**config.mk**
```make
export PLATFORM = sky130hd
export DESIGN_NAME = heap_level_ram
export DESIGN_NICKNAME = d
export VERILOG_FILES = /design/src/rtl/heap_level_ram_pkg.sv /design/src/rtl/heap_level_ram_core.sv /design/src/rtl/heap_level_ram.sv
export SDC_FILE = /design/constraint.sdc
export NUM_CORES = 1
export LEC_CHECK = 0
export ABC_AREA = 1
export CORE_MARGIN = 2
export CORE_UTILIZATION = 40
export DETAILED_ROUTE_END_ITERATION = 7
export PLACE_DENSITY = 0.75
export REMOVE_ABC_BUFFERS = 1
export SLEW_MARGIN = 20
export SYNTH_ARGS = -nofsm -noshare
export SYNTH_HDL_FRONTEND = slang
export SYNTH_HIERARCHICAL = 1
export SYNTH_SLANG_ARGS = --single-unit
export TNS_END_PERCENT = 20
```
**constraint.sdc**
```tcl
create_clock -name clk -period 6 [get_ports clk]
set_clock_uncertainty 0.1 [all_clocks]
set_input_delay 1.8 -clock clk [delete_from_list [all_inputs] [get_ports clk]]
set_output_delay 1.8 -clock clk [all_outputs]
set_load 0.05 [all_outputs]
```
**src/rtl/heap_level_ram_pkg.sv**
```systemverilog
// Shared heapsort definitions: empty-node sentinel,
// level sizing helpers and init sequencer states.
package heap_level_ram_pkg;

  localparam logic [63:0] HEAP_EMPTY = '1;

  typedef enum logic {
    IDLE = 1'b0,
    FILL = 1'b1
  } init_state_e;

  function automatic int level_depth(input int level);
    return 1 << level;
  endfunction

  function automatic int level_aw(input int level);
    return (level > 0) ? level : 1;
  endfunction

endpackage

```
**src/rtl/heap_level_ram_core.sv**
```systemverilog
// Bare true-dual-port level array, port A wins on
// same-address writes, optional registered read.
module heap_level_ram_core
  import heap_level_ram_pkg::*;
#(
  parameter int DATA_WIDTH   = 32,
  parameter int LEVEL        = 1,
  parameter int READ_LATENCY = 0,
  parameter int AW           = level_aw(LEVEL)
) (
  input  logic                  clk,
  input  logic                  clr_i,
  input  logic [DATA_WIDTH-1:0] clr_data_i,
  input  logic                  we_a_i,
  input  logic [AW-1:0]         addr_a_i,
  input  logic [DATA_WIDTH-1:0] data_a_i,
  output logic [DATA_WIDTH-1:0] q_a_o,
  input  logic                  we_b_i,
  input  logic [AW-1:0]         addr_b_i,
  input  logic [DATA_WIDTH-1:0] data_b_i,
  output logic [DATA_WIDTH-1:0] q_b_o
);

  localparam int    DEPTH     = level_depth(LEVEL);
  localparam string RAM_STYLE =
    (DEPTH >= 64) ? "block" : "distributed";

  (* ram_style = RAM_STYLE *)
  logic [DATA_WIDTH-1:0] ram_q [DEPTH];

  // B first so a same-address A write overrides it
  always_ff @(posedge clk) begin
    if (we_b_i) ram_q[addr_b_i] <= data_b_i;
    if (we_a_i) ram_q[addr_a_i] <= data_a_i;
  end

  if (READ_LATENCY == 0) begin : g_comb
    logic unused_clr;
    assign unused_clr = clr_i ^ (^clr_data_i);
    assign q_a_o = ram_q[addr_a_i];
    assign q_b_o = ram_q[addr_b_i];
  end else begin : g_reg
    logic [DATA_WIDTH-1:0] qa_q;
    logic [DATA_WIDTH-1:0] qb_q;
    always_ff @(posedge clk) begin
      if (clr_i) begin
        qa_q <= clr_data_i;
        qb_q <= clr_data_i;
      end else begin
        qa_q <= ram_q[addr_a_i];
        qb_q <= ram_q[addr_b_i];
      end
    end
    assign q_a_o = qa_q;
    assign q_b_o = qb_q;
  end

endmodule

```
**src/rtl/heap_level_ram.sv**
```systemverilog
// Heap level storage with sentinel fill sequencer,
// busy masking and registered write-collision flag.
module heap_level_ram
  import heap_level_ram_pkg::*;
#(
  parameter int DATA_WIDTH   = 32,
  parameter int LEVEL        = 1,
  parameter int ADDR_WIDTH   = 5,
  parameter int READ_LATENCY = 0,
  parameter logic [DATA_WIDTH-1:0] INIT_VALUE =
    HEAP_EMPTY[DATA_WIDTH-1:0]
) (
  input  logic                  clk,
  input  logic                  rst,
  input  logic                  init_req,
  output logic                  init_busy,
  input  logic [DATA_WIDTH-1:0] data_a,
  input  logic                  we_a,
  input  logic [ADDR_WIDTH-1:0] addr_a,
  output logic [DATA_WIDTH-1:0] q_a,
  input  logic [DATA_WIDTH-1:0] data_b,
  input  logic                  we_b,
  input  logic [ADDR_WIDTH-1:0] addr_b,
  output logic [DATA_WIDTH-1:0] q_b,
  output logic                  collision
);

  localparam int AW    = level_aw(LEVEL);
  localparam int DEPTH = level_depth(LEVEL);
  localparam logic [AW-1:0] LAST = AW'(DEPTH - 1);

  init_state_e state_q, state_d;
  logic [AW-1:0] cnt_q, cnt_d;
  logic coll_q, coll_d;
  logic busy;

  logic [AW-1:0] ia, ib;
  logic unused_addr;
  assign unused_addr = ^{addr_a, addr_b};

  if (LEVEL == 0) begin : g_l0
    assign ia = '0;
    assign ib = '0;
  end else begin : g_ln
    assign ia = addr_a[AW-1:0];
    assign ib = addr_b[AW-1:0];
  end

  assign busy = (state_q == FILL);

  always_comb begin
    state_d = state_q;
    cnt_d   = cnt_q;
    unique case (state_q)
      IDLE: begin
        if (init_req) begin
          state_d = FILL;
          cnt_d   = '0;
        end
      end
      FILL: begin
        cnt_d = cnt_q + 1'b1;
        if (cnt_q == LAST) state_d = IDLE;
      end
      default: state_d = FILL;
    endcase
  end

  assign coll_d = !busy && !rst && we_a && we_b && (ia == ib);

  always_ff @(posedge clk) begin
    if (rst) begin
      state_q <= FILL;
      cnt_q   <= '0;
      coll_q  <= 1'b0;
    end else begin
      state_q <= state_d;
      cnt_q   <= cnt_d;
      coll_q  <= coll_d;
    end
  end

  // The fill owns port A; port B is silenced while busy
  logic                  cwe_a, cwe_b;
  logic [AW-1:0]         caddr_a;
  logic [DATA_WIDTH-1:0] cdata_a;
  logic [DATA_WIDTH-1:0] cq_a, cq_b;

  assign cwe_a   = busy || (we_a && !rst);
  assign caddr_a = busy ? cnt_q : ia;
  assign cdata_a = busy ? INIT_VALUE : data_a;
  assign cwe_b   = !busy && !rst && we_b;

  heap_level_ram_core #(
    .DATA_WIDTH   (DATA_WIDTH),
    .LEVEL        (LEVEL),
    .READ_LATENCY (READ_LATENCY),
    .AW           (AW)
  ) u_core (
    .clk        (clk),
    .clr_i      (rst || busy),
    .clr_data_i (INIT_VALUE),
    .we_a_i     (cwe_a),
    .addr_a_i   (caddr_a),
    .data_a_i   (cdata_a),
    .q_a_o      (cq_a),
    .we_b_i     (cwe_b),
    .addr_b_i   (ib),
    .data_b_i   (data_b),
    .q_b_o      (cq_b)
  );

  assign init_busy = busy;
  assign q_a       = busy ? INIT_VALUE : cq_a;
  assign q_b       = busy ? INIT_VALUE : cq_b;
  assign collision = coll_q;

endmodule

```
* After elaboration in Yosys (flattened, before gate mapping) *
Memories as Yosys holds them, arrays and structs flattened.
Cells that the tools add are included.

storage, ports and cells
  register bits = 3
  bits in writable memories = 64
  word-level logic and storage cells = 30
  memories kept = 1

memories
  memory        depth  width  read ports  clocked after memory_dff  write ports  RTL line                   text
  u_core.ram_q  2      32     2           0                         2            heap_level_ram_core.sv:29  logic [DATA_WIDTH-1:0] ram_q [DEPTH];

operators by class
  $add $sub $neg = 1
  equal/unequal tests = 2
  multiplexer cells = 13
  bitwise operators = 1
  reductions and logical operators = 9

operators by type and width
  cell                                   count
  32-bit two-way mux                     3
  1-bit two-way mux                      8
  1-bit logical AND                      6
  1-bit one-hot mux with 2 select lines  2
  1-bit logical NOT                      2
  2-bit != test, second input constant   1
  1-bit adder, second input constant     1
  1-bit equality test                    1
  1-bit logical OR                       1
  1-bit inverter                         1

* Longest topological paths before layout *
  depth after elaboration = 5
  mapped depth = 10
  mapped depth without buffers = 7

* Modules after synthesis *
The synthesis kept the hierarchy.

by module, submodules not included
  module               times used  cells an instance  area an instance (um^2)  sequential area each (um^2)
  heap_level_ram_core  1           457                3634.7                   1921.8
  heap_level_ram       1           133                824.5                    60.1

* Least setup slack after synthesis *
OpenSTA, ideal clock, no wires.

  kind = in2reg
  start = in rst
  end = mem u_core.ram_q[0][0] (enable)
  library setup time = 0.466 ns
  arrival = 4.419 ns
  data required time = 5.434 ns
  slack = 1.016 ns
  stages on the path = 5
  cell sequence = nor2_1 -> inv_1 -> nor2_1 -> inv_1 -> o21ai_0

RTL lines
  item         RTL line                   text
  from (decl)  heap_level_ram.sv:14       input logic rst,
  to (decl)    heap_level_ram_core.sv:29

* Worst setup path in the final report *
  start = in addr_b[0]
  end = out q_b[29]

on the way
  cells in the longest elaborated chain, start to end = 2

ends and longest elaborated chain
  item                RTL line               text
  from (decl)         heap_level_ram.sv:23   input logic [ADDR_WIDTH-1:0] addr_b,
  memory 2 x 32 bit   --
  via cq_b[29]        heap_level_ram.sv:87   logic [DATA_WIDTH-1:0] cq_a, cq_b;
  32-bit two-way mux  heap_level_ram.sv:115  assign q_b = busy ? INIT_VALUE : cq_b;
  to (decl)           heap_level_ram.sv:24   output logic [DATA_WIDTH-1:0] q_b,

The timed path passes the listed nets, and every way through them passes these cells.

==> impl_metrics.json <==
{
  "critPathTopFamily": "buffers and inverters",
  "hold_class": "reg2reg",
  "wire_per_inst_um": 13.3,
  "drive_gt1_share_pct": 19.4,
  "critPathMaxStageDelay_ns": 0.70,
  "vias": 4125,
  "post_cts.repair.setup_buffers": 0,
  "die-height_um": 110,
  "pre_cts_ws_ns": 0.448,
  "ff2ff_path_depth": 8,
  "drt.antenna.violating_nets": 0,
  "clock-root-buffer": "clkbuf_8",
  "overflow": 0,
  "holdBufCountCts": 0,
  "finalNetCount": 779,
  "start_util_pct": 41.1,
  "fp-row-count": 38,
  "dp_hpwl_mm": 7.28,
  "grt_pass1_vias": 3998,
  "hold_depth": 2,
  "crit_cells": 5,
  "slew_headroom_pct": 40.8,
  "worstPathCellList": "buf_2 -> buf_12 -> o21ai_0 -> or2_2 -> clkdlybuf4s50_1",
  "vias_per_cell": 4.88,
  "drv_slew": 0,
  "power_density_mw_per_mm2": 321,
  "cp-end-kind": "output port",
  "core_area_mm2": 0.0108,
  "synth_area_mm2": 0.00446,
  "synthCells": 589,
  "outcome": "complete, no violations",
  "ios": 145,
  "rsz0062_at_grt": "no",
  "fmax_ghz": 0.181,
  "fin_ws_ns": 0.461,
  "syn_avg_cell_area_um2": 7.56,
  "antenna_found_initial": 0,
  "critPathArrivalTime_ns": 3.64,
  "finalSetupViolCount": 0,
  "h-tree-depth": 3,
  "numPortBuffers": 136,
  "numCtsBuffers": 9,
  "p_leak_nw": 2.54,
  "clk_path_buf_depth": 2,
  "p_total_w": 0.00192,
  "worstMarginPinSlew_ns": 0.885,
  "die_area_mm2": 0.0120,
  "grt.total_usage_pct": 19.3,
  "clkSinkCount": 67,
  "post-route-min-period_ns": 5.54,
  "crit_type": "in2out",
  "ys_warn_count": 6,
  "die_w_um": 110,
  "antenna_cells": 0,
  "critPathRequiredTime_ns": 4.10,
  "first_iter_violations": 240,
  "grt_max_degree": 66,
  "place.gp.congestion": 0.755,
  "cap_violations": 0,
  "cp_num_buf_inv": 3,
  "ir_worst_vdd_v": 0.000156,
  "hold_viol": 0,
  "drt_pre_antenna_iters": 4,
  "clock_latency_ns": 0.34,
  "slowest_stage": "clkdlybuf4s50_1",
  "postCtsResizedCells": 0,
  "path_clk_slew_ns": 0.07,
  "area_growth_pct": 34.3,
  "path_max_fanout": 38,
  "post-route-period-util_pct": 92.3,
  "cp-start-kind": "input port",
  "setup_tns_ns": 0,
  "drc": 0,
  "cts_tree": "yes",
  "grt_pass1_wl_mm": 18.0,
  "drt-total-wl_mm": 11.2
}
## per-stage QoR
| stage | hold WS, ns | area (um2) | utilization, % | std cells |
|---|---|---|---|---|
| floorplan | 0.380 | 4190 | - | 545 |
| global placement | 0.386 | 5780 | 53.3 | 828 |
| detailed placement | 0.407 | 5800 | 53.5 | 829 |
| CTS | 0.419 | 5980 | 55.2 | 845 |
| global route | 0.446 | 5980 | 55.2 | 845 |
| finish | 0.418 | 5980 | 55.2 | 845 |
## path summary, 6_finish.rpt
kind	start	to	slack, ns
max	addr_b[0]	q_b[29]	0.46
min	cnt_q	cnt_q	0.42
max reg2reg	init_busy	u_core/ram_q[0][18]	3.04
min reg2reg	cnt_q	cnt_q	0.42
## worst reg2reg max path: stages (launching register included)
cell and delay [ns]:
dfxtp_2 0.66, inv_2 0.17, nor2_4 0.17, a21oi_4 0.07
buf_12 0.18, inv_2 0.59, nand2_2 0.16, o21ai_4 0.31
buf_16 0.25
## layout by cell type, fill, tap and decap left out
cell type        instances
nand3b_1                 1
clkinv_2                 1
or2_2                   76
or2_1                   20
dfxtp_1                  2
clkdlybuf4s50_1        103
clkinv_1                 1
a21oi_4                  1
bufinv_16                1
inv_1                   38
nand3_1                 65
buf_2                    1
clkbuf_8                 9
inv_2                    2
nand2_1                202
o21ai_4                  1
nand2_2                  3
buf_16                   1
nor2_4                   1
dfxtp_2                  1
clkbuf_1                 4
buf_12                   4
nor2_1                   4
buf_4                   35
o21ai_0                 64
edfxtp_1                64
## report_power, final
group / internal, W / switching (W) / total (W)
combinational: 0.000297 / 0.000550 / 0.000847
sequential: 0.000675 / 0.0000437 / 0.000718
clock: 0.000191 / 0.000164 / 0.000354
## flip-flops by register name, summed over array words and instances (netlist names)
register / flops
cnt_q: 1
collision: 1
init_busy: 1
u_core/ram_q: 64
## per-layer routing
metal	vias to the layer above	global-route usage (%)	routed length (um)
met5	-	0	0
met4	0	6.42	103
met3	11	4.39	853
met2	140	34.8	5690
met1	1859	22.5	4570
li1	2115	-	-
## layout make-up
class | instances | area (um2)
inverters | 40 | 150
well taps | 140 | 175
fillers | 1019 | 4860
clock inverters | 3 | 38.8
clock buffers | 13 | 139
flip-flops and latches | 67 | 1980
repair buffers | 144 | 1410
multi-input cells | 438 | 2090
Note: power is estimated with default switching activity, not from simulation.
